**src/rtl/kraken_dec_pkg.sv**
```systemverilog
// Shared types and encodings for the ThreadKraken decode stage.
package kraken_dec_pkg;

    // Major opcodes, carried in ins[4:1]
    localparam logic [3:0] OP_CAL    = 4'd0;
    localparam logic [3:0] OP_SHIFT  = 4'd1;
    localparam logic [3:0] OP_CALI   = 4'd2;
    localparam logic [3:0] OP_LOADI  = 4'd3;
    localparam logic [3:0] OP_MEMOP  = 4'd4;
    localparam logic [3:0] OP_BRANCH = 4'd5;
    localparam logic [3:0] OP_EXC    = 4'd6;
    localparam logic [3:0] OP_MULTI  = 4'd7;

    // Jump/branch condition encodings
    localparam logic [3:0] JMP_NONE = 4'b0000;
    localparam logic [3:0] JMP_LINK = 4'b0111;
    localparam logic [3:0] JMP_REGL = 4'b1111;
    localparam logic [3:0] JMP_EQ   = 4'b0001;
    localparam logic [3:0] JMP_NE   = 4'b0100;
    localparam logic [3:0] JMP_LT   = 4'b0010;

    // Memory access encodings
    localparam logic [1:0] MEM_NONE  = 2'b00;
    localparam logic [1:0] MEM_READ  = 2'b01;
    localparam logic [1:0] MEM_WRITE = 2'b10;

    // Thread control encodings
    localparam logic [1:0] TRD_NONE  = 2'b00;
    localparam logic [1:0] TRD_SLEEP = 2'b01;
    localparam logic [1:0] TRD_WAKE  = 2'b10;
    localparam logic [1:0] TRD_KILL  = 2'b11;

    typedef struct packed {
        logic [4:0]  reg_rd_a;
        logic [4:0]  reg_rd_b;
        logic [4:0]  reg_wr;
        logic [15:0] imm;
        logic        wr_en;
        logic [2:0]  alu_op;
        logic [1:0]  mem_ctrl;
        logic [1:0]  trd_ctrl;
        logic        wb_sel;
        logic        init;
        logic        exp_jmp;
        logic        exp_return;
        logic [3:0]  jmp_con;
        logic        invalid;
        logic        i_type;
    } dec_t;

endpackage

```
**src/rtl/decode_core.sv**
```systemverilog
// Pure combinational instruction decoder: 32-bit word to control bundle.
module decode_core
    import kraken_dec_pkg::*;
(
    input  logic [31:0] ins,
    output dec_t        dec
);

    logic [3:0] op;
    logic [2:0] funct;
    logic       unused_bits;

    assign op          = ins[4:1];
    assign funct       = ins[7:5];
    assign unused_bits = ^{ins[9], ins[0]};

    // Register fields are raw slices; control fields default to 0 and are set per opcode
    always_comb begin
        dec          = '0;
        dec.reg_rd_a = ins[26:22];
        dec.reg_rd_b = (op == OP_BRANCH || op == OP_MEMOP) ? ins[31:27] : ins[21:17];
        dec.reg_wr   = ins[31:27];
        dec.imm      = ins[25:10];
        dec.alu_op   = ins[7:5];
        case (op)
            OP_CAL, OP_SHIFT: dec.wr_en = 1'b1;
            OP_CALI, OP_LOADI: begin
                dec.wr_en  = 1'b1;
                dec.i_type = 1'b1;
            end
            OP_MEMOP: begin
                dec.i_type = 1'b1;
                if (ins[8]) begin
                    dec.mem_ctrl = MEM_READ;
                    dec.wr_en    = 1'b1;
                    dec.wb_sel   = 1'b1;
                end else begin
                    dec.mem_ctrl = MEM_WRITE;
                end
            end
            OP_BRANCH: begin
                case (funct)
                    3'b000: begin dec.jmp_con = JMP_LINK; dec.wr_en = 1'b1; end
                    3'b010: begin dec.jmp_con = JMP_REGL; dec.wr_en = 1'b1; end
                    3'b001: dec.jmp_con = JMP_EQ;
                    3'b011: dec.jmp_con = JMP_NE;
                    3'b111: dec.jmp_con = JMP_LT;
                    default: dec.invalid = 1'b1;
                endcase
            end
            OP_EXC: begin
                if (ins[5])      dec.exp_jmp    = 1'b1;
                else if (ins[6]) dec.exp_return = 1'b1;
                else             dec.invalid    = 1'b1;
            end
            OP_MULTI: begin
                case (funct)
                    3'b111: begin dec.wr_en = 1'b1; dec.init = 1'b1; end
                    3'b101: dec.trd_ctrl = TRD_SLEEP;
                    3'b010: dec.trd_ctrl = TRD_WAKE;
                    3'b000: dec.trd_ctrl = TRD_KILL;
                    default: dec.invalid = 1'b1;
                endcase
            end
            default: dec.invalid = 1'b1;
        endcase
    end

endmodule

```
**src/rtl/decode_queue.sv**
```systemverilog
// Multi-thread decode stage: decodes, queues in order, supports per-thread
// flush and keeps saturating per-thread invalid-instruction counters.
module decode_queue
    import kraken_dec_pkg::*;
#(
    parameter  int NUM_THREAD = 4,
    parameter  int DEPTH      = 2,
    parameter  int CNT_W      = 16,
    localparam int TID_W      = $clog2(NUM_THREAD)
) (
    input  logic                                 clk,
    input  logic                                 rst,
    input  logic                                 in_vld,
    output logic                                 in_rdy,
    input  logic [31:0]                          in_ins,
    input  logic [TID_W-1:0]                     in_tid,
    output logic                                 out_vld,
    input  logic                                 out_rdy,
    output logic [TID_W-1:0]                     out_tid,
    output dec_t                                 out_dec,
    input  logic                                 flush_vld,
    input  logic [TID_W-1:0]                     flush_tid,
    input  logic                                 inv_clr,
    output logic [NUM_THREAD-1:0][CNT_W-1:0]     inv_cnt
);

    localparam int             PW   = $clog2(DEPTH);
    localparam logic [PW:0]    FULL = (PW+1)'(DEPTH);

    dec_t             in_dec;
    dec_t             q_dec [DEPTH];
    logic [TID_W-1:0] q_tid [DEPTH];
    logic [DEPTH-1:0] q_ev;
    logic [PW-1:0]    wr_ptr, rd_ptr;
    logic [PW:0]      count, count_nxt;
    logic             push, pop, push_ev, head_ev, head_flushed, nonempty;

    decode_core u_core (
        .ins (in_ins),
        .dec (in_dec)
    );

    assign nonempty     = (count != '0);
    assign in_rdy       = (count != FULL);
    assign head_ev      = q_ev[rd_ptr];
    assign out_vld      = nonempty & head_ev;
    assign out_tid      = q_tid[rd_ptr];
    assign out_dec      = q_dec[rd_ptr];
    assign head_flushed = flush_vld & (q_tid[rd_ptr] == flush_tid);
    assign push         = in_vld & in_rdy;
    assign push_ev      = ~(flush_vld & (in_tid == flush_tid));

    // A flushed head is never popped by the handshake; it drains one cycle later as a bubble
    always_comb begin
        pop       = nonempty & (head_ev ? (out_rdy & ~head_flushed) : 1'b1);
        count_nxt = count;
        case ({push, pop})
            2'b10:   count_nxt = count + (PW+1)'(1);
            2'b01:   count_nxt = count - (PW+1)'(1);
            default: count_nxt = count;
        endcase
    end

    // Queue storage, pointers and entry-valid bits, with flush invalidation
    always_ff @(posedge clk) begin
        if (rst) begin
            wr_ptr <= '0;
            rd_ptr <= '0;
            count  <= '0;
            q_ev   <= '0;
            for (int i = 0; i < DEPTH; i++) begin
                q_dec[i] <= '0;
                q_tid[i] <= '0;
            end
        end else begin
            count <= count_nxt;
            if (pop) rd_ptr <= rd_ptr + PW'(1);
            if (flush_vld) begin
                for (int i = 0; i < DEPTH; i++)
                    if (q_tid[i] == flush_tid) q_ev[i] <= 1'b0;
            end
            if (push) begin
                q_dec[wr_ptr] <= in_dec;
                q_tid[wr_ptr] <= in_tid;
                q_ev[wr_ptr]  <= push_ev;
                wr_ptr        <= wr_ptr + PW'(1);
            end
        end
    end

    // Saturating invalid counters; clear wins over a same-cycle increment
    always_ff @(posedge clk) begin
        if (rst || inv_clr) begin
            inv_cnt <= '0;
        end else if (push && push_ev && in_dec.invalid) begin
            if (inv_cnt[in_tid] != '1)
                inv_cnt[in_tid] <= inv_cnt[in_tid] + CNT_W'(1);
        end
    end

endmodule

```
**config.mk**
```make
export PLATFORM = sky130hd
export DESIGN_NAME = decode_queue
export DESIGN_NICKNAME = d
export VERILOG_FILES = /design/src/rtl/kraken_dec_pkg.sv /design/src/rtl/decode_core.sv /design/src/rtl/decode_queue.sv
export SDC_FILE = /design/constraint.sdc
export NUM_CORES = 1
export LEC_CHECK = 0
export CAP_MARGIN = 10
export CORE_MARGIN = 2
export CORE_UTILIZATION = 51
export DETAILED_ROUTE_END_ITERATION = 12
export PLACE_DENSITY = 0.8
export SLEW_MARGIN = 20
export SYNTH_ARGS = -nofsm -noshare
export SYNTH_HDL_FRONTEND = slang
export SYNTH_SLANG_ARGS = --single-unit
```
**constraint.sdc**
```tcl
create_clock -name clk -period 4.6 [get_ports clk]
set_clock_uncertainty 0.15 [all_clocks]
set_input_delay 0.92 -clock clk [delete_from_list [all_inputs] [get_ports clk]]
set_output_delay 0.92 -clock clk [all_outputs]
set_load 0.02 [all_outputs]
```
==> results.toml, run 1 <==
[worst_setup_path]
reg2reg_from = "inv_cnt[32]"
rrSetupSlack_ps = 1730
timing.rr.end = "inv_cnt[62]"
ff2ff_path_depth = 9
cp-start-kind = "input pin"
crit_arrival_ps = 3940
criticalPathCategory = "in2reg"
crit_fanout = 21
end_kind = "flip-flop"
worstSetupStartpoint = "in_tid[1]"
cp.required_ps = 4750

[timing]
finalSetupViolations = 0
hold_viol = 0
min_period_ps = 3790
fin_setup_tns_ps = 0
fmax_mhz = 264
worstMarginPinSlew_ps = 1160
rsz0062_at_grt = "false"
relSlewSlack = 0.228
finalMaxSlewViolations = 0
post-route-period-util = 0.825

[global_route]
grt_pass1_wl_um = 28600
first_global_vias = 5655
antenna_found_initial = 0
grt_overflow_total = 0
grt_max_degree = 49
grt_use_total = 0.231

[cts]
clkSinkCount = 163
cts-resized-gates = 0
cts_buffer_depth = 2
cts_buffers = 17
root_buffer = "clkbuf_16"
cts_tree = "built"
clk_pin_slew_ps = 60
cts_setup_buffers = 0
clk_latency_ps = 420
htreeDepth = 4
cts_hold_buffers = 0

[logic_synthesis]
syn_inst = 632
yosys.area.top_type_share = 0.363
synth_seq_cells = 163
synth_edf_count = 92
synth_area_leader_cell = "edfxtp_1"
yosysSeqAreaShare = 0.549
async_reset_ff_frac = 0
yosys-top-cells-area = "edfxtp_1 36%, dfxtp_1 19%, mux2_2 6.8%"
synth_area_per_cell_um2 = 12.1
synth.net_count = 679
synth_area_um2 = 7620
synth_cell_types = 46
yosys_most_used_dff = "edfxtp_1"
ys_warn_count = 0

[min_path]
min_path_cells = 2
min_path_type = "reg2reg"
min_to = "q_ev[1]"
hold_start = "q_ev[1]"

[finish]
layout_commonest_cell = "clkdlybuf4s50_1"
areaGrowthSynthToFinish_pct = 28.9
diodes = 0
nNetsFinal = 821
final_cell_mix = "156 x clkdlybuf4s50_1, 102 x nor2_1, 92 x edfxtp_1"
final_layout_size_suffix_gt1_frac = 0.151
design_area_um2 = 9820

[floorplanning]
die_height_um = 126
rows = 44
initial_core_util = 0.522
core_um2 = 14600
die_width_um = 126
die_area_um2 = 15900
ios = 159

[routing]
drt_iter0_drc = 375
wl_per_cell_um = 18.9
drc = 0
wirelength_um = 18300
vias = 5520
drt.antenna.violating_nets = 0
drt_first_pass_iters = 5
vias_per_cell = 5.69

[power]
pwr-share-seq = 0.421
leakagePower_nw = 3.57
p_sw_mw = 1.23
clkPwrFrac = 0.303
p_comb_frac = 0.276
switching_share = 0.285
power_density_nw_per_um2 = 439
ir_drop_mv = 0.308
intPower_mw = 3.08

[status]
status = "finished, final reports clean"

[flow_run]
drv_cap = 0

[placement]
io_buffer_count = 156
place_hpwl_um = 12200
place_area_um2 = 9280
place.gp.congestion = 0.859
-- metal layers --
| metal | GRT usage | up-vias | part of all wire |
|---|---|---|---|
| met5 | 0 | - | 0 |
| met4 | 0.0860 | 0 | 0.020 |
| met3 | 0.0833 | 28 | 0.078 |
| met2 | 0.380 | 216 | 0.50 |
| met1 | 0.281 | 2721 | 0.40 |
| li1 | - | 2555 | - |
-- power groups by stage --
stage | Clock (mW) | Combinational [mW] | Sequential, mW
after floorplan | 0 | 0.779 | 1.78
after global placement | 0 | 1.18 | 1.83
after detailed placement | 0 | 1.19 | 1.85
after CTS | 1.33 | 1.20 | 1.82
after global routing | 1.39 | 1.26 | 1.84
final | 1.30 | 1.19 | 1.81
-- critical path, cell delays in order --
cell	delay, ps
clkdlybuf4s50_1	600
mux4_2	550
ha_1	310
nand4_4	160
nor4_4	670
nor4_4	90
buf_4	270
buf_4	190
o21ai_1	110
a21oi_1	60
-- metrics by stage --
stage               power [mW]  hold slack [ps]  cells  setup WS (ps)  utilization
CTS                       4.35              331    970            781        0.673
floorplan                 2.56              297    632            461            -
global placement          3.01              318    939            429        0.636
finish                    4.31              332    970            806        0.673
global route              4.48              372    970            574        0.673
detailed placement        3.04              318    939            375        0.636
-- registers in the layout, summed over array words and instances (netlist names), named ones only --
name and count:
q_dec 88, inv_cnt 64, rd_ptr 1, q_ev 2, wr_ptr 1, q_tid 4
count 2
-- Yosys cell counts (3+ instances only) --
library cell  count
nand3_1           8
o21ai_1          16
nand2_1          18
edfxtp_1         92
xnor2_1          21
or2_2             3
and3_1           29
inv_1             5
buf_6             6
a21oi_1          20
nand4_1           4
clkbuf_1         29
mux4_2           16
nor4_1            6
nor2_1          102
ha_1              5
and2_1           27
buf_2             5
a211oi_1          8
dfxtp_1          71
a211oi_2          4
xor2_1            5
mux2_2           46
mux2i_1          44
buf_4             8
nor3_1            4
nor4_4            4
-- worst max path at each step --
stage                        endpoint
after floorplan           q_dec[0][0]
after global placement    inv_cnt[62]
after detailed placement  inv_cnt[62]
after CTS                 inv_cnt[30]
after global routing      inv_cnt[30]
final                     inv_cnt[62]
-- final cells by class --
| class | instances | area (um2) |
|---|---|---|
| inverter | 6 | 22.5 |
| clock buffer | 22 | 444 |
| tap | 184 | 230 |
| sequential | 163 | 4190 |
| multi-input combinational | 414 | 3160 |
| clock inverter | 9 | 88.8 |
| timing repair buffer | 172 | 1690 |
| fill | 1077 | 4770 |
-- logic make-up after synthesis --
| family | after synthesis | synth area share |
|---|---|---|
| AOI/OAI and AO/OA | 60 | 0.0502 |
| muxes | 106 | 0.173 |
| DFF | 163 | 0.549 |
| and+or+nand+nor | 217 | 0.150 |
| adders and majority gates | 5 | 0.00821 |
| buffers and inverters | 55 | 0.0399 |
| xor gates and xnor gates | 26 | 0.0299 |
Note: power is estimated with default switching activity, not from simulation.
==> run 2, diff against run 1 <==
clock period = 3.5 ns   (was 4.6 ns; I/O delays follow)
==> run 2 against run 1 <==
Via count up 0.45%. First-iteration DRC count up 8.8%. Combinational power up 40%. Critical path type unchanged. Sequential share of layout area down 1.6 points. Highest routed layer unchanged. Sequential power up 29%. Critical path depth unchanged. Register-to-register slack worse by 750 ps. Cell count up 3.1%. Worst setup slack worse by 500 ps. Cell area up 3.9%. Total power up 37%. Worst hold slack better by 12 ps.
==> results.toml, run 2 (synthesis gave the netlist of run 1 again) <==
[worst_setup_path]
crit_arrival_ps = 3350
cp.required_ps = 3650
ff2ff_path_depth = 9
cp-start-kind = "input pin"
end_kind = "flip-flop"
cpPeakStageDelay_ps = 630
timing.rr.end = "inv_cnt[30]"
crit_fanout = 20
criticalPathCategory = "in2reg"
crit_chain = "clkdlybuf4s50_1 > buf_12 > mux4_2 > nand4_4 > nor4_4 > nor4_4 > buf_12 > buf_4 > o21ai_1 > a21oi_1"
slowest_stage = "nor4_4"
reg2reg_from = "inv_cnt[16]"
rrSetupSlack_ps = 980

[routing]
drt_first_pass_iters = 4
drt_iter0_drc = 408
highest_layer = "met4"
drt.antenna.violating_nets = 0
vias_per_cell = 5.55
wl_per_cell_um = 18.4
vias = 5545
wl_met1_um = 7650
drc = 0
wl_met2_um = 8940
wirelength_um = 18400
met3WireLength_um = 1400

[finish]
final_layout_size_suffix_gt1_frac = 0.191
final_util = 0.699
layout_commonest_cell = "clkdlybuf4s50_1"
largest-register = "q_dec"
design_area_um2 = 10200
reg_top3 = "q_dec: 88 flops, inv_cnt: 64 flops, q_tid: 4 flops"
nFillCells = 1031
nNetsFinal = 850
areaGrowthSynthToFinish_pct = 33.9
largest_reg_flops = 88
final_cell_mix = "156 x clkdlybuf4s50_1, 102 x nor2_1, 92 x edfxtp_1"
diodes = 0

[cts]
clk_latency_ps = 430
cts_buffers = 17
cts_tree = "built"
htreeDepth = 4
cts_hold_buffers = 0
cts_buffer_depth = 2
root_buffer = "clkbuf_16"
clkSinkCount = 163
clk_pin_slew_ps = 60
cts_setup_buffers = 0
cts-resized-gates = 0

[timing]
fin_setup_tns_ps = 0
relSlewSlack = 0.579
hold-worst-slack_ps = 344
fmax_mhz = 313
finalMaxSlewViolations = 0
worstMarginPinSlew_ps = 626
min_period_ps = 3190
rsz0062_at_grt = "false"
finalSetupViolations = 0
post-route-period-util = 0.913
hold_viol = 0

[global_route]
first_global_vias = 5700
grt_pass1_wl_um = 29300
grt_max_degree = 45
grt_overflow_total = 0
grt_use_total = 0.235
antenna_found_initial = 0

[placement]
place_hpwl_um = 12500
io_buffer_count = 156
place_area_um2 = 9600
place.gp.congestion = 0.923

[power]
power_density_nw_per_um2 = 579
totalPowerFinal_mw = 5.91
ir_drop_mv = 0.354
leakagePower_nw = 3.78

[floorplanning]
die_area_um2 = 15900
initial_core_util = 0.522
die_width_um = 126
rows = 44
ios = 159
core_um2 = 14600
die_height_um = 126

[min_path]
hold_start = "q_ev[0]"
min_path_type = "reg2reg"
min_path_cells = 2
min_to = "q_ev[0]"

[status]
status = "finished, final reports clean"

[flow_run]
drv_cap = 0
run 2: final cells by class:
type / count / area, um2 / share of cell area
Tap cell: 184 / 230 / 0.0226
Multi-Input combinational cell: 414 / 3150 / 0.309
Clock inverter: 9 / 125 / 0.0123
Inverter: 6 / 22.5 / 0.00221
Sequential cell: 163 / 4190 / 0.410
Clock buffer: 23 / 478 / 0.0468
Timing Repair Buffer: 201 / 2010 / 0.197
run 2: metal layers:
layer | vias up | global-route usage
met5 | - | 0
met4 | 0 | 0.0892
met3 | 40 | 0.0769
met2 | 205 | 0.387
met1 | 2689 | 0.288
li1 | 2611 | -
run 2: where the power goes:
part | total, mW | internal (mW) | switching (mW)
registers | 2.33 | 2.24 | 0.0825
clock network | 1.91 | 1.18 | 0.731
logic | 1.67 | 0.821 | 0.853
run 2: worst max-delay path, delay by kind of cell:
| kind | cells | cell delay [ps] |
|---|---|---|
| AO/OA/AOI/OAI | 2 | 160 |
| buffers and inverters | 4 | 1170 |
| multiplexers | 1 | 420 |
| AND/OR/NAND/NOR | 3 | 880 |
run 2: worst max-delay path by stage:
stage,startpoint,end,slack [ps],cells past startpoint
6_report,in_tid[1],inv_cnt[30],310,10
5_1_grt,in_tid[1],inv_cnt[31],100,10
4_1_cts,in_tid[1],inv_cnt[30],280,10
3_5_place_dp,in_tid[1],inv_cnt[30],-170,10
3_3_place_gp,in_tid[1],inv_cnt[31],-110,10
2_1_floorplan,in_tid[1],inv_cnt[50],230,10
run 2: through the flow:
stage,std cells,setup WS [ps]
final,1000,305
after global routing,1000,95.8
after CTS,1000,279
after detailed placement,968,-171
after global placement,968,-112
after floorplan,632,227
==> run 3, diff against run 2 <==
ABC_AREA = 1   (was unset)
CORE_UTILIZATION = 53   (was 51)
PLACE_DENSITY = 0.81   (was 0.8)
==> run 3 against run 2 <==
Worst setup slack better by 140 ps. Largest power group unchanged. First-iteration DRC count is 44% higher. Register-to-register slack worse by 190 ps. Non-clock buffer count is 21 lower.
==> results.toml, run 3 <==
[status]
status = "finished, final reports clean"

[logic_synthesis]
ys_warn_count = 0
post-synth-top-count-cell = "nand2_1"
yosys-top-cells-area = "edfxtp_1 32%, dfxtp_1 17%, nand2_1 13%"
synth_area_um2 = 8590
synth_edf_count = 92
synth_seq_cells = 163
yosys.area.top_type_share = 0.322
yosysSeqAreaShare = 0.487
syn_inst = 1100
synth_area_leader_cell = "edfxtp_1"
ys_top_cells_by_count = "300 x nand2_1, 241 x nor2_1, 139 x inv_1, 92 x edfxtp_1, 71 x dfxtp_1"
synth.net_count = 1147
yosys_most_used_dff = "edfxtp_1"
synth_area_per_cell_um2 = 7.81
synth_cell_types = 37
async_reset_ff_frac = 0

[cts]
cts_tree = "built"
cts_buffer_depth = 2
cts-resized-gates = 0
cts_setup_buffers = 0
htreeDepth = 4
cts_hold_buffers = 0
cts_buffers = 17
clkSinkCount = 163
clk_pin_slew_ps = 70
clk_latency_ps = 430
root_buffer = "clkbuf_16"

[finish]
nNetsFinal = 1294
final_cell_mix = "298 x nand2_1, 240 x nor2_1, 155 x clkdlybuf4s50_1"
layout_commonest_cell = "nand2_1"
final_layout_size_suffix_gt1_frac = 0.114
largest_reg_flops = 88
nFillCells = 1280
areaGrowthSynthToFinish_pct = 27.5
final_cell_count_no_fill = 1476
reg_top3 = "q_dec: 88 flops, inv_cnt: 64 flops, q_tid: 4 flops"
largest-register = "q_dec"
diodes = 0

[routing]
wirelength_um = 21500
drc = 0
vias_per_cell = 5.08
drt_iter0_drc = 589
drt_first_pass_iters = 5
drt.antenna.violating_nets = 0
vias = 7492
wl_per_cell_um = 14.6

[floorplanning]
die_area_um2 = 17200
die_width_um = 131
core_um2 = 15900
ios = 159
die_height_um = 131
rows = 46
initial_core_util = 0.540

[timing]
finalMaxSlewViolations = 0
fmax_mhz = 327
hold_viol = 0
worstMarginPinSlew_ps = 700
finalSetupViolations = 0
post-route-period-util = 0.873
min_period_ps = 3050
rsz0062_at_grt = "false"
fin_setup_tns_ps = 0
relSlewSlack = 0.533

[power]
ir_drop_mv = 0.329
clkPwrFrac = 0.328
power_density_nw_per_um2 = 520
pwr-share-seq = 0.399
p_sw_mw = 1.78
intPower_mw = 3.91
switching_share = 0.313
p_comb_frac = 0.274
leakagePower_nw = 4.90

[worst_setup_path]
crit_chain = "buf_12 > mux2_2 > clkdlybuf4s50_1"
slowest_stage = "clkdlybuf4s50_1"
crit_buf_inv = 2
end_kind = "primary output"
cpPeakStageDelay_ps = 570
ff2ff_path_depth = 11
criticalPathCategory = "reg2out"
rrSetupSlack_ps = 790
crit_arrival_ps = 2200
cp.required_ps = 2650
cp-start-kind = "flip-flop"
crit_fanout = 38
critPathTopFamily = "buffers and inverters"
cp_num_cells = 3

[min_path]
min_path_type = "reg2reg"
hold_start = "q_ev[0]"
min_path_cells = 2

[global_route]
grt_max_degree = 65
first_global_vias = 6878
grt_overflow_total = 0
grt_pass1_wl_um = 34000
antenna_found_initial = 0
grt_use_total = 0.246

[flow_run]
drv_cap = 0

[placement]
place.gp.congestion = 0.961
dp_cells = 1444
io_buffer_count = 156
place_hpwl_um = 14500
[run 3: changes by cell type after synthesis, moves of 29 or more]
cell	previous run	this run
nand3_1	8	51
inv_1	5	139
mux2i_1	44	0
nand2_1	18	300
and3_1	29	0
nor2_1	102	241
[run 3: routing by layer]
metal / part of all wire / track usage / wire length [um]
met3: 0.073 / 0.0467 / 1580
met4: 0.016 / 0.0779 / 352
met5: 0 / 0 / 0
met2: 0.50 / 0.437 / 10700
met1: 0.41 / 0.301 / 8830
[run 3: logic make-up (layout without fill, tap and decap cells)]
logic type,count (synthesis),in the layout,synth area share
muxes,44,44,0.0577
and+or+nand+nor,639,639,0.309
DFF,163,163,0.487
buffers and inverters,200,360,0.103
adders and majority gates,5,5,0.00729
xor gates and xnor gates,7,7,0.00889
AOI/OAI and AO/OA,42,42,0.0268
[run 3: worst reg2reg max path: stages, from the launching register on]
cell,delay [ps]
dfxtp_2,530
buf_12,280
o21ai_0,180
a21boi_0,180
o21ai_0,100
o21ai_0,210
a21boi_0,160
ha_1,330
a21oi_1,130
o21ai_0,120
o21ai_0,160
a21oi_1,50
[run 3: layout make-up]
class                      instances  area [um2]  area share
inverter                         148         557      0.0509
timing repair buffer             180        1810       0.165
tap                              216         270      0.0247
sequential                       163        4190       0.382
clock buffer                      17         425      0.0389
multi-input combinational        737        3530       0.323
clock inverter                    15         166      0.0152
[run 3: final timing paths]
kind                      end
setup / recovery  out_dec[39]
hold / removal        q_ev[0]
setup reg to reg     count[1]
hold reg to reg       q_ev[0]
[run 3: power by group through the flow]
| stage | Combinational (mW) | Sequential, mW | Clock [mW] |
|---|---|---|---|
| 2_1_floorplan | 0.952 | 2.29 | 0 |
| 3_3_place_gp | 1.53 | 2.30 | 0 |
| 6_report | 1.56 | 2.27 | 1.86 |
| 4_1_cts | 1.57 | 2.27 | 1.87 |
| 5_1_grt | 1.67 | 2.28 | 1.94 |
| 3_5_place_dp | 1.55 | 2.31 | 0 |
[run 3: metrics by stage]
stage / util / setup WS [ps] / power, mW / hold slack (ps) / area (um2)
floorplan: - / 628 / 3.24 / 288 / 8590
global placement: 0.652 / 170 / 3.82 / 307 / 10400
detailed placement: 0.652 / 124 / 3.86 / 310 / 10400
CTS: 0.689 / 441 / 5.71 / 319 / 10900
global route: 0.689 / 320 / 5.89 / 336 / 10900
finish: 0.689 / 445 / 5.69 / 322 / 10900
